**src/rtl/circuit_sweep_driver_pkg.sv**
```systemverilog
`default_nettype none
// ============================================================================
// Module  : sweep_pkg
// Purpose : Shared types and helpers for the circuit sweep driver. Holds the
//           sweep FSM state encoding, the weight-order vector table and the
//           seq() helper that maps a sweep step to the vector driven on stim.
// Ports   : none (package)
// Revision: 1.0 - initial release
// ============================================================================
package sweep_pkg;

  typedef enum logic [1:0] {
    ST_IDLE = 2'd0,
    ST_RUN  = 2'd1,
    ST_DONE = 2'd2
  } sweep_state_t;

  // Weight order 0,1,2,4,3,6,5,7 packed 3 bits per entry, step 0 in the LSBs.
  localparam logic [23:0] C_WEIGHT_TBL = {3'd7, 3'd5, 3'd6, 3'd3,
                                          3'd4, 3'd2, 3'd1, 3'd0};

  // Vector driven for sweep step idx. order 1 is only legal for 3-input
  // sweeps, so the table lookup only needs the low three index bits.
  function automatic logic [31:0] seq(input logic [31:0] idx, input int order);
    logic [31:0] v;
    if (order == 1) begin
      v = {29'd0, C_WEIGHT_TBL[idx[2:0]*3 +: 3]};
    end else begin
      v = idx;
    end
    return v;
  endfunction

endpackage
`default_nettype wire

```
**src/rtl/circuit_sweep_driver_if.sv**
```systemverilog
`default_nettype none
// ============================================================================
// Module  : circuit_sweep_driver_if
// Purpose : Bundle of sweep control, circuit drive/response and result signals.
//           slave modport is the sweep driver, master is its controller.
//           Optional macro SWEEP_CHECK_EN adds expected_map / mismatch.
// Ports   : start, resp, stim, step_idx, busy, done, result_valid,
//           result_map [, expected_map, mismatch]
// Revision: 1.0 - initial release
// ============================================================================
interface circuit_sweep_driver_if #(
  parameter int NUM_IN = 3
);
  logic                   start;
  logic                   resp;
  logic [NUM_IN-1:0]      stim;
  logic [NUM_IN-1:0]      step_idx;
  logic                   busy;
  logic                   done;
  logic                   result_valid;
  logic [2**NUM_IN-1:0]   result_map;
`ifdef SWEEP_CHECK_EN
  logic [2**NUM_IN-1:0]   expected_map;
  logic                   mismatch;
`endif

  modport master (
    output start,
    output resp,
`ifdef SWEEP_CHECK_EN
    output expected_map,
    input  mismatch,
`endif
    input  stim,
    input  step_idx,
    input  busy,
    input  done,
    input  result_valid,
    input  result_map
  );

  modport slave (
    input  start,
    input  resp,
`ifdef SWEEP_CHECK_EN
    input  expected_map,
    output mismatch,
`endif
    output stim,
    output step_idx,
    output busy,
    output done,
    output result_valid,
    output result_map
  );

endinterface
`default_nettype wire

```
**src/rtl/circuit_sweep_driver_hold_timer.sv**
```systemverilog
`default_nettype none
// ============================================================================
// Module  : sweep_hold_timer
// Purpose : Hold-window counter. Cleared by i_load, counts while i_en, and
//           pulses o_tc on the last clock of each HOLD_CYCLES window, wrapping
//           back to zero on that same edge.
// Ports   : clk, rst (sync, active-high), i_load, i_en, o_tc
// Revision: 1.0 - initial release
// ============================================================================
module sweep_hold_timer #(
  parameter int HOLD_CYCLES = 7
) (
  input  logic clk,
  input  logic rst,
  input  logic i_load,
  input  logic i_en,
  output logic o_tc
);

  localparam int              C_W    = $clog2(HOLD_CYCLES + 1);
  localparam logic [C_W-1:0]  C_LAST = C_W'(HOLD_CYCLES - 1);

  logic [C_W-1:0] r_cnt;

  assign o_tc = i_en && (r_cnt == C_LAST);

  always_ff @(posedge clk) begin
    if (rst || i_load) begin
      r_cnt <= '0;
    end else if (i_en) begin
      r_cnt <= o_tc ? '0 : r_cnt + 1'b1;
    end
  end

endmodule
`default_nettype wire

```
**src/rtl/circuit_sweep_driver.sv**
```systemverilog
`default_nettype none
// ============================================================================
// Module  : circuit_sweep_driver
// Purpose : Walks stim through every input vector of a small combinational
//           circuit, holding each for HOLD_CYCLES clocks, and captures resp at
//           the end of each window into a truth-table bitmap (result_map,
//           indexed by vector value).
// Ports   : clk, rst (sync, active-high), bus (circuit_sweep_driver_if.slave:
//           start, resp, stim, step_idx, busy, done, result_valid, result_map)
// Options : define SWEEP_CHECK_EN to add expected_map input and mismatch flag.
// Revision: 1.0 - initial release
// ============================================================================
module circuit_sweep_driver
  import sweep_pkg::*;
#(
  parameter int NUM_IN      = 3,
  parameter int HOLD_CYCLES = 7,
  parameter int ORDER       = 1
) (
  input  logic                    clk,
  input  logic                    rst,
  circuit_sweep_driver_if.slave   bus
);

  localparam int                C_NVEC      = 2**NUM_IN;
  localparam logic [NUM_IN-1:0] C_LAST_STEP = NUM_IN'(C_NVEC - 1);

  // Elaboration-time parameter checks.
  if (HOLD_CYCLES < 1) begin : g_bad_hold
    $error("circuit_sweep_driver: HOLD_CYCLES must be >= 1");
  end
  if ((ORDER != 0) && (ORDER != 1)) begin : g_bad_order
    $error("circuit_sweep_driver: ORDER must be 0 or 1");
  end
  if ((ORDER == 1) && (NUM_IN != 3)) begin : g_bad_order_width
    $error("circuit_sweep_driver: ORDER=1 requires NUM_IN==3");
  end

  sweep_state_t        r_state;
  logic [NUM_IN-1:0]   r_stim;
  logic [NUM_IN-1:0]   r_step_idx;
  logic                r_busy;
  logic                r_done;
  logic                r_result_valid;
  logic [C_NVEC-1:0]   r_result_map;
  logic                w_accept;
  logic                w_run;
  logic                w_tc;

  assign w_accept = (r_state == ST_IDLE) && bus.start;
  assign w_run    = (r_state == ST_RUN);

  sweep_hold_timer #(
    .HOLD_CYCLES (HOLD_CYCLES)
  ) u_hold_timer (
    .clk    (clk),
    .rst    (rst),
    .i_load (w_accept),
    .i_en   (w_run),
    .o_tc   (w_tc)
  );

  always_ff @(posedge clk) begin
    if (rst) begin
      r_state        <= ST_IDLE;
      r_stim         <= '0;
      r_step_idx     <= '0;
      r_busy         <= 1'b0;
      r_done         <= 1'b0;
      r_result_valid <= 1'b0;
      r_result_map   <= '0;
    end else begin
      case (r_state)
        ST_IDLE: begin
          r_done <= 1'b0;
          if (bus.start) begin
            r_state        <= ST_RUN;
            r_step_idx     <= '0;
            r_stim         <= NUM_IN'(seq(32'd0, ORDER));
            r_result_map   <= '0;
            r_result_valid <= 1'b0;
            r_busy         <= 1'b1;
          end
        end
        ST_RUN: begin
          if (w_tc) begin
            // Indexed by the vector value, not the step number.
            r_result_map[r_stim] <= bus.resp;
            if (r_step_idx == C_LAST_STEP) begin
              r_state    <= ST_DONE;
              r_stim     <= '0;
              r_step_idx <= '0;
              r_busy     <= 1'b0;
              r_done     <= 1'b1;
            end else begin
              r_step_idx <= r_step_idx + 1'b1;
              r_stim     <= NUM_IN'(seq(32'(r_step_idx) + 32'd1, ORDER));
            end
          end
        end
        ST_DONE: begin
          r_done         <= 1'b0;
          r_result_valid <= 1'b1;
          r_state        <= ST_IDLE;
        end
        default: begin
          r_state <= ST_IDLE;
        end
      endcase
    end
  end

`ifdef SWEEP_CHECK_EN
  logic r_mismatch;

  // Evaluated in DONE, by which point result_map already holds the last sample.
  always_ff @(posedge clk) begin
    if (rst) begin
      r_mismatch <= 1'b0;
    end else if (w_accept) begin
      r_mismatch <= 1'b0;
    end else if (r_state == ST_DONE) begin
      r_mismatch <= |(r_result_map ^ bus.expected_map);
    end
  end

  assign bus.mismatch = r_mismatch;
`endif

  assign bus.stim         = r_stim;
  assign bus.step_idx     = r_step_idx;
  assign bus.busy         = r_busy;
  assign bus.done         = r_done;
  assign bus.result_valid = r_result_valid;
  assign bus.result_map   = r_result_map;

endmodule
`default_nettype wire

```
**src/flat_wrapper.sv**
```systemverilog
// flat-port wrapper written by rule: the top's interface ports become plain ports
module circuit_sweep_driver_flat import sweep_pkg::*;
#(
  parameter int NUM_IN      = 3,
  parameter int HOLD_CYCLES = 7,
  parameter int ORDER       = 1
)
  (clk, rst, bus_start, bus_resp, bus_stim, bus_step_idx, bus_busy, bus_done, bus_result_valid, bus_result_map);
  circuit_sweep_driver_if #(.NUM_IN(NUM_IN)) bus_i ();
  input  logic clk;
  input  logic rst;
  input wire logic [$bits(bus_i.start)-1:0] bus_start;
  input wire logic [$bits(bus_i.resp)-1:0] bus_resp;
  output wire logic [$bits(bus_i.stim)-1:0] bus_stim;
  output wire logic [$bits(bus_i.step_idx)-1:0] bus_step_idx;
  output wire logic [$bits(bus_i.busy)-1:0] bus_busy;
  output wire logic [$bits(bus_i.done)-1:0] bus_done;
  output wire logic [$bits(bus_i.result_valid)-1:0] bus_result_valid;
  output wire logic [$bits(bus_i.result_map)-1:0] bus_result_map;
  assign bus_i.start = bus_start;
  assign bus_i.resp = bus_resp;
  assign bus_stim = bus_i.stim;
  assign bus_step_idx = bus_i.step_idx;
  assign bus_busy = bus_i.busy;
  assign bus_done = bus_i.done;
  assign bus_result_valid = bus_i.result_valid;
  assign bus_result_map = bus_i.result_map;
  circuit_sweep_driver #(.NUM_IN(NUM_IN), .HOLD_CYCLES(HOLD_CYCLES), .ORDER(ORDER)) u_core (.clk(clk), .rst(rst), .bus(bus_i));
endmodule
```
**config.mk**
```make
export PLATFORM = sky130hd
export DESIGN_NAME = circuit_sweep_driver_flat
export DESIGN_NICKNAME = d
export VERILOG_FILES = /design/src/rtl/circuit_sweep_driver_pkg.sv /design/src/rtl/circuit_sweep_driver_if.sv /design/src/rtl/circuit_sweep_driver_hold_timer.sv /design/src/rtl/circuit_sweep_driver.sv /design/src/flat_wrapper.sv
export SDC_FILE = /design/constraint.sdc
export NUM_CORES = 1
export LEC_CHECK = 0
export BUFFER_PORTS_ARGS = -buffer_cell sky130_fd_sc_hd__buf_2
export CORE_ASPECT_RATIO = 0.9
export CORE_MARGIN = 5
export CORE_UTILIZATION = 35
export CTS_CLUSTER_DIAMETER = 50
export CTS_CLUSTER_SIZE = 14
export DETAILED_ROUTE_END_ITERATION = 10
export SETUP_SLACK_MARGIN = 0.3
export SYNTH_ARGS = -nofsm -noshare
export SYNTH_HDL_FRONTEND = slang
export SYNTH_SLANG_ARGS = --single-unit
```
**constraint.sdc**
```tcl
create_clock -name clk -period 2.01 [get_ports clk]
set_input_delay 0 -clock clk [delete_from_list [all_inputs] [get_ports clk]]
set_output_delay 0 -clock clk [all_outputs]
set_load 0.01 [all_outputs]
```
Yosys cells after proc, flatten, opt, wreduce, memory -nomap -nowiden:

Cells that the tools add are included.
Widths: inputs -> output; s select.

* reductions and logical operators: 14
* equality and inequality tests: 7
* $add $sub $neg: 3
* shift operators: 1
* order comparisons: 2
* multiplexer cells: 27
* multiply operators: 1

Operators by type and width (count)
* $shiftx 24x6->3 const A: 1
* $mux 3: 6
* $mux 8: 2
* $pmux 8 s2: 1
* $pmux 3 s2: 2
* $add 3x1->3 const B: 3
* $reduce_and 3->1: 3
* $bwmux 8: 1
* $mux 1: 7
* $eq 3x3->1 const B: 2
* $mux 2: 3
* $pmux 1 s2: 3
* $reduce_bool 2->1: 3
* $mul 3x2->5 const B: 1
* $lt 3x4->1 const B: 1
* $ne 2x1->1 const B: 2
* $pmux 2 s2: 1
* $reduce_and 4->1: 1
* $demux 1 s3: 1
* $ge 3x1->1 const B: 1
* $logic_and 1x1->1: 3
* $eq 2x1->1 const B: 1
* $eq 2x2->1 const B: 1
* $logic_not 2->1: 1
* 4 further kinds: 4

* logic and storage cells: 63
* register bits: 22
* input port bits: 4
* output and inout bits: 17

Logic depth before layout (Yosys ltp):

Gate-level depths: netlist of run 1.

* depth in word-level cells: 7
* depth in mapped cells: 8
* mapped depth without buffers: 6

Cells and area by module:

A second synthesis of run 1 with hierarchy kept.

* cell total of the unflattened synthesis: 136
* area, all modules: 1229.9 sq um

By module, submodules not included
* circuit_sweep_driver: sequential area each 380.4 sq um, instances 1, area each 1068.5 sq um, cells each 120
* sweep_hold_timer: sequential area each 60.1 sq um, instances 1, area each 161.4 sq um, cells each 16

Worst setup path before layout of run 1:

No wires, ideal clock.

* path kind: flip-flop to flip-flop
* start point: reg u_core.u_hold_timer.r_cnt[0]
* end point: reg u_core.r_result_map[1] (netlist: u_core.bus.result_map[1])
* path slack: 0.483 ns
* stages on the path, launching flop included: 9
* data arrival time: 1.453 ns
* cells stage by stage: dfxtp_1 -> inv_1 -> ha_1 -> and2_1 -> clkbuf_2 -> a2bb2oi_2 -> buf_2 -> nand2_1 -> a31oi_1

* cells in the longest elaborated chain, start to end: 4

Ends and longest elaborated chain
* start, declared: RTL line circuit_sweep_driver_hold_timer.sv:23 `logic [C_W-1:0] r_cnt;`
* start signal, assigned: RTL line circuit_sweep_driver_hold_timer.sv:31 `r_cnt <= o_tc ? '0 : r_cnt + 1'b1;`
* $eq 3x3->1: RTL line circuit_sweep_driver_hold_timer.sv:25 `assign o_tc = i_en && (r_cnt == C_LAST);`
* $logic_and 1x1->1: RTL line circuit_sweep_driver_hold_timer.sv:25
* $ne 2x1->1 (no source line)
* $reduce_and 3->1 (no source line)
* end signal, assigned by index: RTL line circuit_sweep_driver.sv:88 `r_result_map[r_stim] <= bus.resp;`
* end, declared: RTL line circuit_sweep_driver.sv:45 `logic [C_NVEC-1:0] r_result_map;`

Every way passes these cells.
A chain may end at the register's enable or synchronous reset.

Worst setup path in the final report of run 1:

* start point: reg u_core.u_hold_timer.r_cnt[0]
* end point: reg u_core.r_stim[2] (netlist: u_core.bus.stim[2])

* cells in the longest elaborated chain, start to end: 4

Ends and longest elaborated chain
* $eq 3x3->1: RTL line circuit_sweep_driver_hold_timer.sv:25
* $logic_and 1x1->1: RTL line circuit_sweep_driver_hold_timer.sv:25
* $ne 2x1->1 (no source line)
* $reduce_and 3->1 (no source line)
* end signal, assigned: RTL line circuit_sweep_driver.sv:79 `r_stim <= NUM_IN'(seq(32'd0, ORDER));`
* end signal, assigned: RTL line circuit_sweep_driver.sv:97 `r_stim <= NUM_IN'(seq(32'(r_step_idx) + 32'd1, ORDER));`
* end, declared: RTL line circuit_sweep_driver.sv:40 `logic [NUM_IN-1:0] r_stim;`

Every way passes these cells.

==> reports/metrics.cfg, run 1 <==
[clock_network]
cts-root-buf = clkbuf_4
cts_made_buffers = 3
cts_sinks = 22
clkLatencyLatePin_ps = 310
cts_tree = done
cts.htree.levels = 1
cts_setup_buffers = 0
cts_max_path_buffers = 2
ctsResizeCount = 1
clkTransAtPathRegs_ps = 130
cts_hold_buf = 0

[global_route]
grt_antenna_before_repair = 0
grt_max_degree = 21
first_global_vias = 942
grt_pass1_wl_mm = 4.11
overflow = 0
grt_use_total = 0.110

[critical_path]
crit_fanout = 15
r2r_start = u_core.u_hold_timer.r_cnt[0]$_SDFFE_PP0P_
critPathSlowestCell = dfxtp_1
crit_type = reg -> reg
cp.required_ps = 2260
crit_arrival_ps = 1820
endpoint_kind = flip-flop
cpPeakStageDelay_ps = 360
critical_path.cell_chain = inv_1 > ha_1 > and2_4 > a2bb2oi_2 > buf_4 > or3_1 > a21oi_1
startpoint = u_core.u_hold_timer.r_cnt[0]$_SDFFE_PP0P_
worst_setup_path_start_kind = flip-flop

[logic_synthesis]
synth_cell_type_count = 34
netlist_area_um2 = 1100
ys_seq_area_frac = 0.400
synth-seq-cells = 22
syn_nets = 144
ys_warn_count = 0
syn_avg_cell_area_um2 = 8.28
syn_inst = 133

[sta]
tightest_slew_ps = 410
tns_ps = 0
grt_setup_unrepaired = no
fin_skew_ps = 3.07
setup_violations = 0
slew_headroom = 0.727
fmax_mhz = 638
hold_ws_ps = 59.3
slew_viol_final = 0
finalHoldViolCount = 0
min_period_ps = 1570
min_period_over_period = 0.779

[place]
place.gp.congestion = 0.810
portBuffers = 20
place_area_um2 = 1230
place_inst = 189
dp_hpwl_mm = 1.68

[run]
maxCapViolCount = 0

[floorplanning]
pin_count = 21
coreArea_um2 = 3040
rows = 19
dieArea_um2 = 4370
start_util = 0.362
fp.dieW_um = 69.1
fp.dieH_um = 63.2

[route]
vias = 978
wirelength_mm = 2.32
drc = 0
drt-pass1-iter-count = 4
wire_per_inst_um = 12.0
drt_iter0_drc = 43
ant_nets = 0
avgViaCountPerCell = 5.07

[cells_and_area]
instances_no_fill = 193
final_util = 0.416
final_area_um2 = 1270
antenna_cells = 0
fin_nets = 163
layout-drive-gt1-share = 0.205
area_delta_synth_final_pct = 15.0

[pwr]
p_leak_nw = 0.511
ir_drop_v = 0.000296
power_density_nw_per_um2 = 616

[min_path]
hold_class = in -> reg
holdCritStartpoint = bus_resp

[outcome]
status = finished, final reports clean

[layout by cell type, fill, tap and decap left out, drive strengths merged, types with 3 or more instances in the layout]
master   n
dfxtp   22
buf     22
a21oi   17
nand2   16
nand3   12
ha       7
nor2     6
a31oi    6
inv      5
o21ai    5
o211ai   4
clkbuf   4
nand2b   3
nor3     3
or3      3
nor2b    3
[worst paths after layout]
| kind | cells after the start | slack, ps | to |
|---|---|---|---|
| setup reg to reg | 7 | 440 | u_core.bus.stim[2]$_SDFFE_PP0P_ |
| setup / recovery | 7 | 440 | u_core.bus.stim[2]$_SDFFE_PP0P_ |
| hold reg to reg | 2 | 480 | u_core.bus.result_map[4]$_SDFFE_PP0P_ |
| hold / removal | 4 | 60 | u_core.bus.result_map[7]$_SDFFE_PP0P_ |
[layout make-up]
class                           count  area (um^2)
Sequential cell                    22          440
Fill cell                         325         1780
Timing Repair Buffer               22          115
Tap cell                           42         52.6
Multi-Input combinational cell     98          603
Inverter                            5         18.8
Clock buffer                        4         36.3
[flip-flops by register name (all words and copies together) (netlist names)]
name	count
u_core.bus.step_idx	3
u_core.bus.done	1
u_core.u_hold_timer.r_cnt	3
u_core.bus.result_map	8
u_core.bus.busy	1
u_core.bus.result_valid	1
u_core.r_state	2
u_core.bus.stim	3
[Yosys cell counts (all sizes together)]
cell type  instances  area [um^2]
dfxtp             22          440
nor2b              3         26.3
and3               1         6.26
and2               1         6.26
nand2b             3         18.8
or2                1         6.26
o2111ai            1         8.76
nand3b             1         7.51
buf                4         25.0
inv                5         18.8
a31oi              6         37.5
nand3             12         65.1
nand2             16         60.1
a21oi             17         85.1
nor2               6         22.5
a211oi             1         7.51
o2bb2ai            1         8.76
or3                3         18.8
nor3b              1         7.51
clkbuf             4         16.3
nor3               3         15.0
o211ai             4         30.0
ha                 7         87.6
a2bb2oi            2         23.8
o21bai             1         7.51
mux2i              1         10.0
o21ai              5         25.0
xor2               1         8.76
[cells by family (layout without fill, tap and decap cells)]
logic type,after synthesis,after routing,synth area share
compound gates,38,38,0.213
xor+xnor,1,1,0.00796
fa+ha+maj,7,7,0.0795
buf+inv,13,31,0.0545
flops,22,22,0.400
mux,1,1,0.00909
simple gates,51,51,0.236
[power breakdown]
group | total [mW] | internal [mW] | switching [mW]
clock network | 0.251 | 0.111 | 0.140
registers | 0.453 | 0.444 | 0.00898
logic | 0.0771 | 0.0287 | 0.0485
[through the flow]
step | worst slack (ps) | power [mW]
detailed placement | 304 | 0.539
floorplan | 483 | 0.519
global placement | 388 | 0.537
CTS | 378 | 0.785
finish | 444 | 0.781
global route | 305 | 0.814
[per-layer routing]
metal | vias up | share of wire | global-route usage
met5 | - | 0 | 0
met4 | 0 | 0.0086 | 0.0366
met3 | 2 | 0.026 | 0.0207
met2 | 10 | 0.46 | 0.185
met1 | 462 | 0.50 | 0.142
li1 | 504 | - | -
[critical path: cells and delay by family (launching register included)]
family          cells  cell delay (ps)
simple gates        2              550
flops               1              360
buf+inv             2              240
compound gates      2              190
fa+ha+maj           1              160
No activity file was read; power rests on OpenSTA's default activity.
==> run 2, diff against run 1 <==
==> constraint.sdc (replaced) <==
create_clock -name clk -period 1.3 [get_ports clk]
set_input_delay 0 -clock clk [delete_from_list [all_inputs] [get_ports clk]]
set_output_delay 0 -clock clk [all_outputs]
set_load 0.01 [all_outputs]
==> run 2 against run 1 <==
  * The flow now finishes with violations (negative setup slack)
  * Critical path depth shrank 1
  * Non-clock buffer count is 20 higher
  * Maximum frequency grew 17%
  * Largest cell class unchanged
  * Highest routed layer unchanged
==> reports/metrics.cfg, run 2 (synthesis results as in run 1) <==
[outcome]
violations = negative setup slack
status = finished with violations

[clock_network]
cts_max_path_buffers = 2  ; unchanged
cts_made_buffers = 3  ; unchanged
clkTransAtPathRegs_ps = 120  ; about the same
cts-root-buf = clkbuf_4
cts_sinks = 22  ; unchanged
clkLatencyLatePin_ps = 300  ; about the same
cts.htree.levels = 1  ; unchanged
cts_tree = done

[global_route]
grt_use_total = 0.134  ; +0.0237
grt_antenna_before_repair = 0  ; unchanged
grt_pass1_wl_mm = 4.86  ; +18%
grt_max_degree = 20  ; -4.8%
first_global_vias = 1066  ; +13%
overflow = 0  ; unchanged

[cells_and_area]
largest_register_ffs = 8  ; unchanged
layout-drive-gt1-share = 0.456  ; +0.251
n_fill_cell = 312  ; -4.0%
final_common_cell = buf_2
area_delta_synth_final_pct = 44.8
final_area_um2 = 1590  ; +26%
regArea_um2 = 450  ; +2.3%
multiInputGateArea_um2 = 756  ; +25%
final_util = 0.524  ; +0.108
fin_nets = 184  ; +13%
antenna_cells = 0  ; unchanged
layout_common_cells = 20 x buf_2, 16 x dfxtp_1, 15 x buf_4, 13 x a21oi_1, 12 x nand2_1

[sta]
fin_skew_ps = 7.34  ; +4.27 ps
finalWorstSetupSlack_ps = -43.5  ; -487 ps
tns_ps = -276  ; -276 ps
min_period_ps = 1340  ; -223 ps
hold_ws_ps = 81.6  ; +22.4 ps
tightest_slew_ps = 253  ; -156 ps
slew_headroom = 0.830  ; +0.104
finalHoldViolCount = 0  ; unchanged
fmax_mhz = 744  ; +17%
min_period_over_period = 1.03  ; +0.254
slew_viol_final = 0  ; unchanged
grt_setup_unrepaired = yes
setup_violations = 13  ; +13

[route]
wirelength_mm = 2.89  ; +24%
avgViaCountPerCell = 5.05  ; -0.40%
drt_iter0_drc = 27  ; -37%
vias = 1075  ; +9.9%
wire_per_inst_um = 13.5  ; +13%
ant_nets = 0  ; unchanged
drc = 0  ; unchanged
drt-pass1-iter-count = 4  ; unchanged

[pwr]
power_density_nw_per_um2 = 769  ; +25%
ir_drop_v = 0.000459  ; +55%
p_leak_nw = 0.663  ; +30%

[critical_path]
crit_arrival_ps = 1590  ; -230 ps
worst_setup_path_start_kind = flip-flop
cp.required_ps = 1540  ; -720 ps
endpoint_kind = flip-flop
crit_fanout = 6  ; -9
crit_type = reg -> reg

[place]
place.gp.congestion = 0.769  ; -5.1%
place_area_um2 = 1360  ; +11%
pre_cts_ws_ps = -88.1  ; -392 ps
dp_hpwl_mm = 1.94  ; +15%
portBuffers = 20  ; unchanged

[floorplanning]
fp.dieW_um = 69.1  ; unchanged
pin_count = 21  ; unchanged
fp.dieH_um = 63.2  ; unchanged
rows = 19  ; unchanged
start_util = 0.362  ; unchanged
dieArea_um2 = 4370  ; unchanged
coreArea_um2 = 3040  ; unchanged

[run]
maxCapViolCount = 0  ; unchanged

[min_path]
hold_class = in -> reg

[run 2: cell count changes in the layout (fill, tap and decap cells not counted), sizes merged]
| cell | before | now |
|---|---|---|
| dlygate4sd3 | 0 | 1 |
| a2bb2oi | 2 | 3 |
| clkbuf | 4 | 3 |
| buf | 22 | 41 |
[run 2: area by class of cell]
class	count	area share
Tap cell	42	0.0330
Timing Repair Buffer	42	0.184
Clock buffer	3	0.0141
Multi-Input combinational cell	99	0.474
Sequential cell	22	0.283
Inverter	5	0.0118
[run 2: report_power, final]
part,internal [mW],switching [mW],total [mW]
sequential,0.685,0.0106,0.695
clock,0.108,0.204,0.312
combinational,0.105,0.113,0.218
total,0.898,0.328,1.23
[run 2: stage by stage]
stage | std cells | power [mW]
finish | 213 | 1.23
global route | 213 | 1.29
CTS | 212 | 1.22
detailed placement | 203 | 0.873
global placement | 203 | 0.869
floorplan | 133 | 0.814
[run 2: worst max-delay path, cell delays in order (launching register included)]
cell	delay [ps]
dfxtp_2	350
inv_2	60
ha_4	120
and2_4	180
a2bb2oi_2	100
or3_1	350
a21oi_1	110
[run 2: path summary, 6_finish.rpt]
path	endpoint	cells past startpoint	slack (ps)	startpoint
worst min-delay path	u_core.bus.result_map[7]$_SDFFE_PP0P_	4	80	bus_resp
worst max register to register	u_core.bus.stim[2]$_SDFFE_PP0P_	6	-40	u_core.u_hold_timer.r_cnt[0]$_SDFFE_PP0P_
worst min register to register	u_core.bus.busy$_SDFFE_PP0P_	2	490	u_core.bus.busy$_SDFFE_PP0P_
worst max-delay path	u_core.bus.stim[2]$_SDFFE_PP0P_	6	-40	u_core.u_hold_timer.r_cnt[0]$_SDFFE_PP0P_
[run 2: layer usage]
layer	vias to the layer above	global-route usage	routed length (um)
met4	0	0.0293	18
met3	2	0.0429	99
met2	18	0.229	1450
met1	503	0.164	1320
met5	-	0	0
li1	552	-	-
[run 2: timing repair]
| item | in CTS | in global routing |
|---|---|---|
| hold endpoints to repair | 3 | 0 |
| hold buffers | 1 | 0 |
| pin swaps | 11 | 8 |
| endpoints found under the setup margin | 22 | 23 |
| gates cloned | 1 | 0 |
| resized for setup | 18 | 18 |
| buffers inserted | 4 | 1 |
==> run 3, diff against run 2 <==
--- a/config.mk
+++ b/config.mk
@@ -6,12 +6,15 @@
 export NUM_CORES = 1
 export LEC_CHECK = 0
 export BUFFER_PORTS_ARGS = -buffer_cell sky130_fd_sc_hd__buf_2
+export CAP_MARGIN = 20
 export CORE_ASPECT_RATIO = 0.9
 export CORE_MARGIN = 5
-export CORE_UTILIZATION = 35
+export CORE_UTILIZATION = 45
 export CTS_CLUSTER_DIAMETER = 50
 export CTS_CLUSTER_SIZE = 14
 export DETAILED_ROUTE_END_ITERATION = 10
+export PLACE_DENSITY = 0.7
+export RECOVER_POWER = 25
 export SETUP_SLACK_MARGIN = 0.3
 export SYNTH_ARGS = -nofsm -noshare
 export SYNTH_HDL_FRONTEND = slang
==> run 3 against run 2 <==
  * Critical path type unchanged
  * Largest cell class unchanged
  * Routed wire length increased by 2.9%
  * Highest routed layer unchanged
  * Register-to-register slack is essentially flat
  * The flow still finishes with violations (negative setup slack)
  * Total power up 6.8%
  * Clock-buffer cell count is 1 higher
  * Worst setup slack got worse by 6.2 ps
==> reports/metrics.cfg, run 3 (synthesis results as in run 1) <==
[critical_path]
worst_setup_path_start_kind = flip-flop
cp.required_ps = 1530  ; about the same
r2r-end = u_core.bus.result_map[5]$_SDFFE_PP0P_
crit_fanout = 6  ; unchanged
endpoint_kind = flip-flop
r2r_start = u_core.u_hold_timer.r_cnt[0]$_SDFFE_PP0P_
crit_type = reg -> reg
r2r_setup_slack_ps = -50  ; about the same
crit_arrival_ps = 1580  ; about the same
ff2ff_path_depth = 6  ; unchanged

[global_route]
grt_pass1_wl_mm = 4.95  ; +1.7%
overflow = 0  ; unchanged
grt_use_total = 0.166  ; +0.0325
grt_max_degree = 20  ; unchanged
first_global_vias = 1102  ; +3.4%
grt_antenna_before_repair = 0  ; unchanged

[sta]
slew_viol_final = 0  ; unchanged
slew_headroom = 0.776  ; -0.0545
finalWorstSetupSlack_ps = -49.7  ; -6.16 ps
min_period_ps = 1350  ; +6.16 ps
finalHoldViolCount = 0  ; unchanged
fmax_mhz = 741  ; -0.46%
grt_setup_unrepaired = yes
fin_skew_ps = 6.21  ; -1.13 ps
setup_violations = 7  ; -6
hold_ws_ps = 73.1  ; -8.51 ps
min_period_over_period = 1.04  ; +0.00474
tightest_slew_ps = 335  ; +81.5 ps

[pwr]
p_leak_nw = 0.637  ; -4.0%
internal-power_uw = 969  ; +7.9%
clock_power_share = 0.288  ; +0.033
ir_drop_v = 0.000776  ; +69%
power_switching_share = 0.260  ; -0.00753
p_seq_frac = 0.531  ; -0.036
p_comb_frac = 0.181  ; +0.003
p_sw_uw = 341  ; +3.8%
power_density_nw_per_um2 = 807  ; +4.9%

[floorplanning]
fp.dieW_um = 62.1  ; -10%
dieArea_um2 = 3540  ; -19%
coreArea_um2 = 2400  ; -21%
pin_count = 21  ; unchanged
rows = 17  ; -2
fp.dieH_um = 56.9  ; -9.9%
start_util = 0.458  ; +0.0963

[outcome]
status = finished with violations
violations = negative setup slack

[cells_and_area]
n_fill_cell = 190  ; -39%
fin_nets = 184  ; unchanged
largest_register_ffs = 8  ; unchanged
final_util = 0.675  ; +0.151
antenna_cells = 0  ; unchanged
layout_common_cells = 17 x buf_4, 15 x buf_2, 14 x dfxtp_1, 12 x nand2_1, 11 x a21oi_1
final_common_cell = buf_4
layout-drive-gt1-share = 0.483  ; +0.0264
area_delta_synth_final_pct = 47.4

[min_path]
hold_class = in -> reg
holdPathEnd = u_core.bus.result_map[7]$_SDFFE_PP0P_
hold_depth = 4  ; unchanged
holdCritStartpoint = bus_resp

[clock_network]
cts-root-buf = clkbuf_4
cts_tree = done
cts_max_path_buffers = 2  ; unchanged
clkTransAtPathRegs_ps = 120  ; about the same
clkLatencyLatePin_ps = 310  ; about the same
cts_sinks = 22  ; unchanged
cts_made_buffers = 3  ; unchanged
cts.htree.levels = 1  ; unchanged

[route]
drt-pass1-iter-count = 4  ; unchanged
avgViaCountPerCell = 5.70  ; +13%
wirelength_mm = 2.97  ; +2.9%
ant_nets = 0  ; unchanged
wire_per_inst_um = 14.8  ; +9.6%
vias = 1140  ; +6.0%
drc = 0  ; unchanged
drt_iter0_drc = 48  ; +78%

[place]
dp_hpwl_mm = 2.00  ; +3.1%
place.gp.congestion = 0.753  ; -2.2%
portBuffers = 20  ; unchanged

[run]
maxCapViolCount = 0  ; unchanged

-- run 3: routing by layer --
layer,track usage,vias to the layer above,part of all wire
met3,0.0480,6,0.039
met4,0.0310,0,0.019
met5,0,-,0
met1,0.205,558,0.43
li1,-,550,-
met2,0.290,26,0.51
-- run 3: worst max path at each step --
| stage | start | to |
|---|---|---|
| after floorplan | u_core.u_hold_timer.r_cnt[0]$_SDFFE_PP0P_ | u_core.bus.result_map[5]$_SDFFE_PP0P_ |
| after global placement | u_core.u_hold_timer.r_cnt[0]$_SDFFE_PP0P_ | u_core.bus.step_idx[0]$_SDFFE_PP0P_ |
| after detailed placement | u_core.u_hold_timer.r_cnt[0]$_SDFFE_PP0P_ | u_core.bus.result_map[3]$_SDFFE_PP0P_ |
| after CTS | u_core.u_hold_timer.r_cnt[0]$_SDFFE_PP0P_ | u_core.bus.result_map[3]$_SDFFE_PP0P_ |
| after global routing | u_core.u_hold_timer.r_cnt[0]$_SDFFE_PP0P_ | u_core.bus.result_map[5]$_SDFFE_PP0P_ |
| final | u_core.u_hold_timer.r_cnt[0]$_SDFFE_PP0P_ | u_core.bus.result_map[5]$_SDFFE_PP0P_ |
-- run 3: per-stage QoR --
step / setup WS, ps / cells / total power, mW / setup TNS, ps / cell area, um^2
after floorplan: -44.9 / 133 / 0.814 / -350 / 1150
after global placement: -8.45 / 189 / 0.866 / -25.6 / 1350
after detailed placement: -92.6 / 189 / 0.875 / -321 / 1350
after CTS: -45.4 / 198 / 1.28 / -151 / 1490
after global routing: -114 / 200 / 1.37 / -1080 / 1620
final: -49.7 / 200 / 1.31 / -174 / 1620
-- run 3: area by class of cell --
type | instances | area (um^2) | share of cell area
multi-input cells | 99 | 801 | 0.493
flip-flops and latches | 22 | 455 | 0.281
repair buffers | 42 | 277 | 0.170
clock buffers | 4 | 36.3 | 0.0224
well taps | 28 | 35.0 | 0.0216
inverters | 5 | 18.8 | 0.0116
-- run 3: timing repair --
action	in CTS	in global routing
hold buffers	1	0
setup buffers	3	2
pin swaps	9	9
setup endpoints to repair	22	25
cloned	1	0
endpoints found under the hold margin	3	0
gates resized for setup	14	33
-- run 3: power by group through the flow --
stage          logic [mW]  registers, mW  clock network, mW
4_1_cts             0.194          0.696              0.385
3_3_place_gp        0.155          0.711                  0
6_report            0.236          0.695              0.378
3_5_place_dp        0.163          0.712                  0
2_1_floorplan      0.0973          0.716                  0
5_1_grt             0.256          0.698              0.414
-- run 3: worst max-delay path, cell delays in order (launching register included) --
cell and delay [ps]:
dfxtp_2 340, inv_2 60, ha_4 120, and2_4 200, nand3_2 100, or3_1 310, a31oi_1 150
